### src/rtl/instruction_fetch_unit.sv
// Fetch stage: owns the PC, issues single-outstanding requests to instruction memory,
// and buffers returned words in a small queue toward decode. Optional: FETCH_MISALIGN_TRAP_EN.
module instruction_fetch_unit #(
  parameter int unsigned     XLEN        = 32,
  parameter logic [XLEN-1:0] RESET_PC    = '0,
  parameter int unsigned     QUEUE_DEPTH = 2
) (
  input  logic            i_clk,
  input  logic            i_rstn,
  output logic [XLEN-1:0] o_IAddr,
  output logic            o_IReq,
  input  logic            i_IAck,
  input  logic [31:0]     i_IData,
  output logic [31:0]     o_Instr,
  output logic [XLEN-1:0] o_InstrPC,
  output logic            o_InstrValid,
  input  logic            i_DecodeReady,
  input  logic            i_Redirect,
  input  logic [XLEN-1:0] i_RedirectPC
`ifdef FETCH_MISALIGN_TRAP_EN
  ,
  output logic            o_MisalignTrap
`endif
);

  localparam int unsigned PW = (QUEUE_DEPTH > 1) ? $clog2(QUEUE_DEPTH) : 1;
  localparam int unsigned CW = $clog2(QUEUE_DEPTH + 1);

  typedef enum logic {
    S_FETCH   = 1'b0,
    S_DISCARD = 1'b1
  } state_e;

  state_e          state_q, state_d;
  logic [XLEN-1:0] pc_q, pc_d;
  logic [XLEN-1:0] tgt_q, tgt_d;
  logic [PW-1:0]   rd_ptr_q, rd_ptr_d;
  logic [PW-1:0]   wr_ptr_q, wr_ptr_d;
  logic [CW-1:0]   count_q, count_d;
  logic            run_q;
  logic [31:0]     instr_mem_q [QUEUE_DEPTH];
  logic [XLEN-1:0] pc_mem_q    [QUEUE_DEPTH];

  logic            ack;
  logic            outstanding;
  logic            push;
  logic            pop;
  logic            halted;
  logic [XLEN-1:0] redir_pc;

  assign ack         = o_IReq & i_IAck;
  assign outstanding = o_IReq & ~i_IAck;
  assign push        = ack & (state_q == S_FETCH) & ~i_Redirect;
  assign pop         = o_InstrValid & i_DecodeReady & ~i_Redirect;
  assign redir_pc    = i_RedirectPC & ~(XLEN'(3));

  // run_q keeps o_IReq low while reset is held and releases it one edge later
  always_ff @(posedge i_clk or negedge i_rstn) begin
    if (!i_rstn) begin
      state_q <= S_FETCH;
      run_q   <= 1'b0;
    end else begin
      state_q <= state_d;
      run_q   <= 1'b1;
    end
  end

  always_comb begin
    state_d = state_q;
    case (state_q)
      S_FETCH:   if (i_Redirect && outstanding) state_d = S_DISCARD;
      S_DISCARD: if (ack) state_d = S_FETCH;
      default:   state_d = S_FETCH;
    endcase
  end

  always_comb begin
    o_IReq = 1'b0;
    case (state_q)
      S_FETCH:   o_IReq = run_q && !halted && (count_q < CW'(QUEUE_DEPTH));
      S_DISCARD: o_IReq = 1'b1;
      default:   o_IReq = 1'b0;
    endcase
  end

  // A redirect with a request still in flight parks the target until the stale ack returns
  always_comb begin
    pc_d  = pc_q;
    tgt_d = tgt_q;
    if (i_Redirect) begin
      if (outstanding) tgt_d = redir_pc;
      else             pc_d  = redir_pc;
    end else if (ack) begin
      if (state_q == S_FETCH) pc_d = pc_q + XLEN'(4);
      else                    pc_d = tgt_q;
    end
  end

  always_comb begin
    count_d  = count_q;
    rd_ptr_d = rd_ptr_q;
    wr_ptr_d = wr_ptr_q;
    if (i_Redirect) begin
      count_d  = '0;
      rd_ptr_d = '0;
      wr_ptr_d = '0;
    end else begin
      count_d = count_q + CW'(push) - CW'(pop);
      if (push) wr_ptr_d = wr_ptr_q + PW'(1);
      if (pop)  rd_ptr_d = rd_ptr_q + PW'(1);
    end
  end

  always_ff @(posedge i_clk or negedge i_rstn) begin
    if (!i_rstn) begin
      pc_q     <= RESET_PC;
      tgt_q    <= RESET_PC;
      rd_ptr_q <= '0;
      wr_ptr_q <= '0;
      count_q  <= '0;
      for (int unsigned i = 0; i < QUEUE_DEPTH; i++) begin
        instr_mem_q[i] <= '0;
        pc_mem_q[i]    <= '0;
      end
    end else begin
      pc_q     <= pc_d;
      tgt_q    <= tgt_d;
      rd_ptr_q <= rd_ptr_d;
      wr_ptr_q <= wr_ptr_d;
      count_q  <= count_d;
      if (push) begin
        instr_mem_q[wr_ptr_q] <= i_IData;
        pc_mem_q[wr_ptr_q]    <= pc_q;
      end
    end
  end

`ifdef FETCH_MISALIGN_TRAP_EN
  logic trap_q, trap_d;

  always_comb begin
    trap_d = trap_q;
    if (i_Redirect) trap_d = |i_RedirectPC[1:0];
  end

  always_ff @(posedge i_clk or negedge i_rstn) begin
    if (!i_rstn) trap_q <= 1'b0;
    else         trap_q <= trap_d;
  end

  assign halted         = trap_q;
  assign o_MisalignTrap = trap_q;
`else
  assign halted = 1'b0;
`endif

  assign o_IAddr      = pc_q;
  assign o_InstrValid = (count_q != '0);
  assign o_Instr      = o_InstrValid ? instr_mem_q[rd_ptr_q] : '0;
  assign o_InstrPC    = o_InstrValid ? pc_mem_q[rd_ptr_q] : '0;

endmodule

### config.mk
export PLATFORM = sky130hd
export DESIGN_NAME = instruction_fetch_unit
export DESIGN_NICKNAME = d
export VERILOG_FILES = /design/src/rtl/instruction_fetch_unit.sv
export SDC_FILE = /design/constraint.sdc
export NUM_CORES = 1
export LEC_CHECK = 0
export BUFFER_PORTS_ARGS = -buffer_cell sky130_fd_sc_hd__buf_4
export CORE_MARGIN = 4
export CORE_UTILIZATION = 50
export DETAILED_ROUTE_END_ITERATION = 6
export MAX_ROUTING_LAYER = met4
export PLACE_DENSITY_LB_ADDON = 0.1
export SYNTH_ARGS = -nofsm -noshare
export SYNTH_HDL_FRONTEND = slang
export SYNTH_SLANG_ARGS = --single-unit
### constraint.sdc
create_clock -name i_clk -period 2.7 [get_ports i_clk]
set_input_delay 0.54 -clock i_clk [delete_from_list [all_inputs] [get_ports i_clk]]
set_output_delay 0.54 -clock i_clk [all_outputs]
set_load 0.01 [all_outputs]
Yosys cells after proc, flatten, opt, wreduce, memory -nomap -nowiden
Index checks and enable logic that the tools add are counted.
Storage, ports and cells
  output and inout bits: 98
  logic and storage cells: 66
  bits of input ports: 69
  bits in registers: 196
Cells by class
  bitwise logic cells: 11
  order comparisons: 4
  equality and inequality tests: 1
  reductions and logical operators: 9
  multiplexer cells: 25
  $add $sub $neg: 5
Operators by type and width (count)
  2-to-1 mux 32 bit: 13
  bitwise mux 64 bit: 2
  adder 32 x 3 -> 32 bit (second input constant): 1
  demux 32 bit (select 1 bit): 1
  nonzero test 2 bit: 4
  AND 1 bit: 6
  2-to-1 mux 1 bit: 6
  greater-or-equal comparator 2 bit (second input constant): 2
  inverter 1 -> 2 bit: 2
  case mux 1 bit (2 select lines): 2
  AND reduction 2 bit: 2
  logical AND 1 bit: 3
  inverter 1 bit: 3
  adder 1 bit (second input constant): 2
  adder 2 x 1 -> 2 bit: 1
  < comparator 2 x 1 -> 1 bit (second input constant): 1
  < comparator 2 bit (second input constant): 1
  2-to-1 mux 2 bit: 1
  != test 2 bit (second input constant): 1
  subtractor 2 x 1 -> 2 bit: 1

Depth between registers and ports, before layout
Gate-level depths: netlist of run 1.
  depth after elaboration: 9
  depth in mapped cells: 9

Worst setup path before layout of run 1
No wires, ideal clock.
  kind: input-to-reg
  start point: input i_Redirect
  end point: register count_q[0]
  required time: 2.568 ns
  slack: 0.558 ns
  cell stages on the path: 8
  library setup time: 0.132 ns
  arrival: 2.010 ns
  buffers on the path: 3
  cell sequence: buf_2 > clkbuf_1 > buf_1 > nor2_1 > ha_1 > inv_1 > ha_1 > nor2b_1
Between the ends
  word-level cells in the longest chain between the ends: 5
RTL lines
  start: declaration: RTL line 18  | input logic i_Redirect,
  inverter 1 bit: RTL line 53, 54
  AND 1 bit: RTL line 53  | assign push = ack & (state_q == S_FETCH) & ~i_Redirect;
  adder 2 x 1 -> 2 bit: RTL line 108  | count_d = count_q + CW'(push) - CW'(pop);
  subtractor 2 x 1 -> 2 bit: RTL line 108
  2-to-1 mux 2 bit (*): RTL line 103  | if (i_Redirect) begin
  net count_d[0]: RTL line 39  | logic [CW-1:0] count_q, count_d;
  end signal: assignment: RTL line 130  | count_q <= count_d;
  end: declaration: RTL line 39
The timed path passes the listed nets; every way through them passes the cells marked *.
A chain may end at the register's enable or synchronous reset.

Worst setup path after layout of run 1
  start point: register rd_ptr_q
  end point: output o_Instr[1]
Between the ends
  word-level cells in the longest chain between the ends: 5
RTL lines
  start: declaration: RTL line 37  | logic [PW-1:0] rd_ptr_q, rd_ptr_d;
  start signal: assignment: RTL line 128  | rd_ptr_q <= rd_ptr_d;
  inverter 1 -> 2 bit (not written as such): RTL line 159  | assign o_Instr = o_InstrValid ? instr_mem_q[rd_ptr_q] : '0;
  2-to-1 mux 32 bit (not written as such) (3 in a row): RTL line 159
  2-to-1 mux 32 bit: RTL line 159
  end: declaration: RTL line 14  | output logic [31:0] o_Instr,
No other way between the ends. The select of a mux whose other input is x is not followed.

==> results.py, run 1 <==
metrics = {
    "die": {
        "start_util_pct": 51.4,
        "die-height_um": 145,
        "io_pins": 167,
        "die_w_um": 145,
        "die-area_mm2": 0.0209,
        "rows": 49,
        "core_mm2": 0.0181,
    },
    "critical_path": {
        "cp.arrival_ns": 1.87,
        "crit_fanout": 21,
        "startpoint": "rd_ptr_q",
        "crit_path_end_kind": "primary output",
        "critPathLaunchType": "flop",
        "crit_required_ns": 2.16,
        "r2r_cells": 7,
        "reg2reg_from": "count_q[1]",
        "reg2reg_to": "pc_mem_q[52]",
        "cp-endpoint": "o_Instr[1]",
        "criticalPathCategory": "flop to primary output",
        "rrSetupSlack_ns": 0.36,
    },
    "logic_synthesis": {
        "synth_cells": 790,
        "syn-cell-area_mm2": 0.00934,
        "synthArstFlopShare_pct": 100,
        "synth-edff-count": 0,
        "ys.flop_type": "dfrtp_1",
        "yosysWarnings": 0,
        "synth.ff_latch_count": 190,
        "syn_area_per_cell_um2": 11.8,
        "yosysUniqueCellTypes": 65,
        "seq_area_frac_synth_pct": 50.9,
    },
    "clock_tree": {
        "cts_setup_buffers": 0,
        "ctsRootBufferMaster": "clkbuf_16",
        "cts_buffers": 17,
        "hold_buffers": 0,
        "h-tree-depth": 4,
        "cts_num_sinks": 190,
        "clock_latency_ns": 0.43,
        "clockBufferDepth": 2,
        "clk_pin_slew_worst_paths_ns": 0.07,
        "cts_tree": "built",
        "cts_resized": 0,
    },
    "route": {
        "drt-initial-drc-count": 354,
        "wl_um": 23400,
        "drc": 0,
        "dr.pass1.iters": 5,
        "ant_nets": 0,
        "vias_per_cell": 5.75,
        "wire_per_inst_um": 19.7,
        "dr_total_vias": 6842,
    },
    "final_layout": {
        "final_cell_mix": "189 x dfrtp_1, 180 x buf_4, 134 x mux2_2",
        "area_delta_synth_final_pct": 22.7,
        "n_antenna_cell": 0,
        "final_common_cell": "dfrtp_1",
        "n_fill_cell": 1480,
        "drive_above_1_share_pct": 38.1,
        "layout.nets": 1020,
    },
    "sta": {
        "fmax_mhz": 415,
        "whs_ns": 0.0795,
        "finalCritPeriodShare_pct": 89.2,
        "period_minus_slack_ns": 2.41,
        "drv_slew": 0,
        "setup-violations-final": 0,
        "rsz0062_at_grt": "no",
        "slew_headroom_pct": 55.2,
        "fin_tns_setup_ns": 0,
        "finalHoldViolCount": 0,
        "worst_pin_slew_ns": 0.672,
        "finalClockSkew_ns": 0.00743,
    },
    "power_and_ir_drop": {
        "power.density_mw_per_mm2": 816,
        "leakagePower_uw": 0.00515,
        "ir_worst_vdd_uv": 492,
    },
    "outcome": {
        "status": "complete, no violations",
    },
    "grt": {
        "globalRouteTotalUtil_pct": 23.4,
        "grt_overflow": 0,
        "grt_max_degree": 66,
        "grt_first_pass_wirelength_um": 37100,
        "grt_pass1_vias": 7093,
        "antenna_found_initial": 0,
    },
    "placed_design": {
        "port_buffers": 160,
        "globalplace.congestion": 0.928,
        "dp_hpwl_um": 16400,
    },
    "worst_hold_path": {
        "hold_class": "input port to asynchronous set/reset pin",
    },
    "job": {
        "drv_cap": 0,
    },
}
-- worst min path at each step --
stage / to / slack (ns) / cells past startpoint
floorplan: count_q[0] / 0.24 / 0
global placement: instr_mem_q[53] / 0.47 / 1
detailed placement: instr_mem_q[60] / 0.47 / 1
CTS: pc_mem_q[46] / 0.11 / 1
global route: pc_mem_q[46] / 0.12 / 1
finish: pc_mem_q[46] / 0.08 / 1
-- kinds of logic (layout without fill, tap and decap cells) --
logic type                 count (synthesis)  after routing  synth area share, %
and+or+nand+nor                          189            189                 9.97
other                                      2              5               0.0804
adders and majority gates                  3              3                0.402
muxes                                    227            227                 26.4
AOI/OAI and AO/OA                         92             92                 6.55
xor gates and xnor gates                  19             19                 1.78
buffers and inverters                     68            235                 3.89
DFF                                      190            190                 50.9
-- registers in the layout, summed over array words and instances, names as in the netlist --
register,flops
tgt_q,30
instr_mem_q,64
run_q,1
count_q,2
pc_mem_q,60
o_IAddr,30
wr_ptr_q,1
rd_ptr_q,1
state_q,1
-- cells in the mapped netlist, types with 2 or more instances --
| cell | n | area [µm²] |
|---|---|---|
| o211ai_1 | 5 | 37.5 |
| nand3_1 | 21 | 105 |
| xnor2_1 | 5 | 43.8 |
| a221oi_1 | 7 | 61.3 |
| nor2_1 | 90 | 338 |
| buf_6 | 7 | 78.8 |
| o22ai_1 | 8 | 50.1 |
| clkbuf_1 | 17 | 63.8 |
| a22o_1 | 2 | 17.5 |
| a31oi_1 | 2 | 12.5 |
| mux2i_1 | 74 | 741 |
| and3_1 | 7 | 43.8 |
| conb_1 | 2 | 7.51 |
| nor3_1 | 7 | 35.0 |
| mux2_1 | 19 | 214 |
| a32oi_1 | 2 | 17.5 |
| buf_4 | 8 | 60.1 |
| nand2_1 | 23 | 86.3 |
| o22a_1 | 3 | 26.3 |
| buf_2 | 20 | 100 |
| mux2_2 | 134 | 1510 |
| o21ai_0 | 19 | 95.1 |
| a22oi_1 | 2 | 15.0 |
| nand3b_1 | 3 | 22.5 |
| o31ai_1 | 2 | 15.0 |
| dfrtp_1 | 190 | 4750 |
| or3_1 | 5 | 31.3 |
| o221ai_1 | 4 | 35.0 |
| nor4_1 | 6 | 37.5 |
| or4_1 | 2 | 15.0 |
| o2111ai_1 | 2 | 17.5 |
| a21o_1 | 2 | 15.0 |
| inv_1 | 12 | 45.0 |
| ha_1 | 3 | 37.5 |
| xor2_1 | 14 | 123 |
| inv_2 | 2 | 7.51 |
| nor2b_1 | 2 | 12.5 |
| nand4_1 | 9 | 56.3 |
| a21oi_1 | 20 | 100 |
| a211oi_1 | 3 | 22.5 |
-- metal layers --
metal / share of wire, % / up-vias / GRT usage (%) / routed length (µm)
met3: 5.5 / 45 / 3.87 / 1290
met2: 50 / 247 / 37.9 / 11600
met1: 43 / 3418 / 30.1 / 9980
met5: 0 / - / - / 0
li1: - / 3132 / - / -
met4: 2.0 / 0 / 7.71 / 467
-- worst max-delay path, stage by stage, from the launching register on --
cell     delay [ns]
dfrtp_4        0.68
buf_4          0.31
mux2i_1        0.22
nor2_1         0.07
buf_4          0.15
-- report_power, final --
group | internal [µW] | total [µW] | switching (µW)
registers | 3720 | 4380 | 663
clock network | 1480 | 2530 | 1050
logic | 1350 | 2440 | 1090
-- metrics by stage --
step | power (µW) | util, % | worst slack (ns) | instances | cell area (µm²)
after detailed placement | 6890 | 59.9 | 0.380 | 1158 | 10900
final | 9350 | 63.1 | 0.291 | 1189 | 11500
after global routing | 9890 | 63.1 | 0.179 | 1189 | 11500
after floorplan | 5830 | - | 0.558 | 793 | 9350
after global placement | 6700 | 59.9 | 0.429 | 1158 | 10900
after CTS | 9450 | 63.1 | 0.256 | 1189 | 11500
-- layout make-up --
| class | instances | area (µm²) | area share (%) |
|---|---|---|---|
| Timing Repair Buffer | 189 | 1530 | 13.3 |
| Clock buffer | 22 | 454 | 3.97 |
| Multi-Input combinational cell | 535 | 4240 | 37.0 |
| Clock inverter | 9 | 134 | 1.17 |
| Tap cell | 229 | 287 | 2.50 |
| Inverter | 15 | 56.3 | 0.492 |
| Sequential cell | 190 | 4760 | 41.6 |
(Power assumes the default switching activity.)
==> inputs of run 2 (changes only) <==
BUFFER_PORTS_ARGS = -buffer_cell sky130_fd_sc_hd__buf_2   (was -buffer_cell sky130_fd_sc_hd__buf_4)
==> results.py, run 2 (synthesis gave the netlist of run 1 again) <==
metrics = {
    "grt": {
        "grt_pass1_vias": 7178,
        "grt_overflow": 0,
        "grt_max_degree": 73,
        "globalRouteTotalUtil_pct": 23.1,
        "antenna_found_initial": 0,
        "grt_first_pass_wirelength_um": 36900,
    },
    "critical_path": {
        "crit_family": "flip-flops",
        "crit_required_ns": 2.16,
        "crit_buf_inv": 2,
        "crit_chain": "buf_4 -> mux2i_1 -> nor2_1 -> buf_2",
        "critPathLaunchType": "flop",
        "cp_slowest_stage_delay_ns": 0.73,
        "rrSetupSlack_ns": 0.37,
        "criticalPathCategory": "flop to primary output",
        "crit_path_end_kind": "primary output",
        "slowest_stage": "dfrtp_4",
        "crit_fanout": 24,
        "cp.arrival_ns": 1.94,
    },
    "clock_tree": {
        "cts_setup_buffers": 0,
        "cts_tree": "built",
        "h-tree-depth": 4,
        "hold_buffers": 0,
        "ctsRootBufferMaster": "clkbuf_16",
        "clk_pin_slew_worst_paths_ns": 0.07,
        "cts_buffers": 17,
        "clockBufferDepth": 2,
        "clock_latency_ns": 0.42,
        "cts_num_sinks": 190,
        "cts_resized": 0,
    },
    "sta": {
        "rsz0062_at_grt": "no",
        "setup-violations-final": 0,
        "finalClockSkew_ns": 0.00970,
        "slew_headroom_pct": 57.4,
        "period_minus_slack_ns": 2.48,
        "worst_pin_slew_ns": 0.637,
        "finalHoldViolCount": 0,
        "finalCritPeriodShare_pct": 91.9,
        "drv_slew": 0,
        "fin_tns_setup_ns": 0,
        "fmax_mhz": 403,
        "finalWorstSetupSlack_ns": 0.220,
    },
    "route": {
        "vias_per_cell": 5.80,
        "ant_nets": 0,
        "wl_um": 22900,
        "dr_total_vias": 6873,
        "dr.pass1.iters": 7,
        "drt-initial-drc-count": 420,
        "drc": 0,
        "wire_per_inst_um": 19.3,
    },
    "placed_design": {
        "globalplace.congestion": 0.924,
        "port_buffers": 160,
        "dp_slack_ns": 0.352,
        "dp_hpwl_um": 15900,
    },
    "die": {
        "die-height_um": 145,
        "start_util_pct": 51.4,
        "core_mm2": 0.0181,
        "rows": 49,
        "io_pins": 167,
        "die_w_um": 145,
        "die-area_mm2": 0.0209,
    },
    "outcome": {
        "status": "complete, no violations",
    },
    "final_layout": {
        "reg.largest.list": "instr_mem_q: 64 flops, pc_mem_q: 60 flops",
        "n_fill_cell": 1513,
        "drive_above_1_share_pct": 38.2,
        "n_antenna_cell": 0,
        "largest-register": "instr_mem_q",
        "final_common_cell": "dfrtp_1",
        "area_delta_synth_final_pct": 17.6,
        "largest_register_ffs": 64,
        "layout.nets": 1018,
        "final_cell_mix": "189 x dfrtp_1, 159 x buf_2, 134 x mux2_2",
    },
    "power_and_ir_drop": {
        "leakagePower_uw": 0.00503,
        "power.density_mw_per_mm2": 823,
        "ir_worst_vdd_uv": 483,
    },
    "worst_hold_path": {
        "hold_class": "input port to asynchronous set/reset pin",
    },
    "job": {
        "drv_cap": 0,
    },
}
run 2: cell count changes in the layout (fill, tap and decap cells not counted):
| cell | before | now |
|---|---|---|
| buf_4 | 180 | 22 |
| bufinv_16 | 3 | 1 |
| clkbuf_1 | 4 | 1 |
| clkinv_2 | 2 | 1 |
| clkinv_4 | 0 | 2 |
| clkinvlp_4 | 1 | 3 |
| inv_6 | 3 | 1 |
| clkbuf_8 | 2 | 5 |
| buf_2 | 0 | 159 |
| buf_12 | 8 | 5 |
run 2: layer usage:
| layer | track usage, % | vias to the layer above | wire length [µm] |
|---|---|---|---|
| li1 | - | 3141 | - |
| met2 | 37.6 | 235 | 11500 |
| met5 | - | - | 0 |
| met1 | 29.9 | 3470 | 9920 |
| met3 | 4.10 | 27 | 1250 |
| met4 | 6.28 | 0 | 308 |
run 2: final cells by class:
cell class / count / area [µm²] / share of cell area, %
clock buffer: 22 / 484 / 4.41
clock inverter: 8 / 83.8 / 0.763
inverter: 15 / 56.3 / 0.513
multi-input combinational: 535 / 4240 / 38.6
sequential: 190 / 4760 / 43.3
tap: 229 / 287 / 2.61
timing repair buffer: 187 / 1070 / 9.79
run 2: where the power goes:
group / switching, µW / total [µW] / internal [µW]
combinational: 1060 / 2260 / 1190
sequential: 653 / 4370 / 3710
clock: 1050 / 2410 / 1370
run 2: worst paths after layout:
| kind | from | end | depth (start not counted) |
|---|---|---|---|
| min in group i_clk | i_IData[11] | instr_mem_q[11] | 2 |
| hold / removal | i_rstn | pc_mem_q[14] | 1 |
| hold reg to reg | instr_mem_q[33] | instr_mem_q[33] | 1 |
| setup reg to reg | count_q[1] | instr_mem_q[44] | 7 |
| max in group asynchronous | i_rstn | instr_mem_q[37] | 2 |
| setup / recovery | rd_ptr_q | o_Instr[27] | 4 |
run 2: through the flow:
step | power, µW | utilization [%] | instance area [µm²] | hold slack (ns) | cells
2_1_floorplan | 5830 | - | 9350 | 0.244 | 793
3_3_place_gp | 6520 | 57.4 | 10400 | 0.466 | 1156
3_5_place_dp | 6700 | 57.4 | 10400 | 0.479 | 1156
4_1_cts | 9120 | 60.5 | 11000 | 0.153 | 1186
5_1_grt | 9590 | 60.5 | 11000 | 0.162 | 1186
6_report | 9030 | 60.5 | 11000 | 0.134 | 1186
run 2: worst reg2reg max path, delay by kind of cell, from the launching register on:
kind / cells / cell delay, ns
and+or+nand+nor: 4 / 0.85
DFF: 1 / 0.45
muxes: 1 / 0.41
buffers and inverters: 2 / 0.50
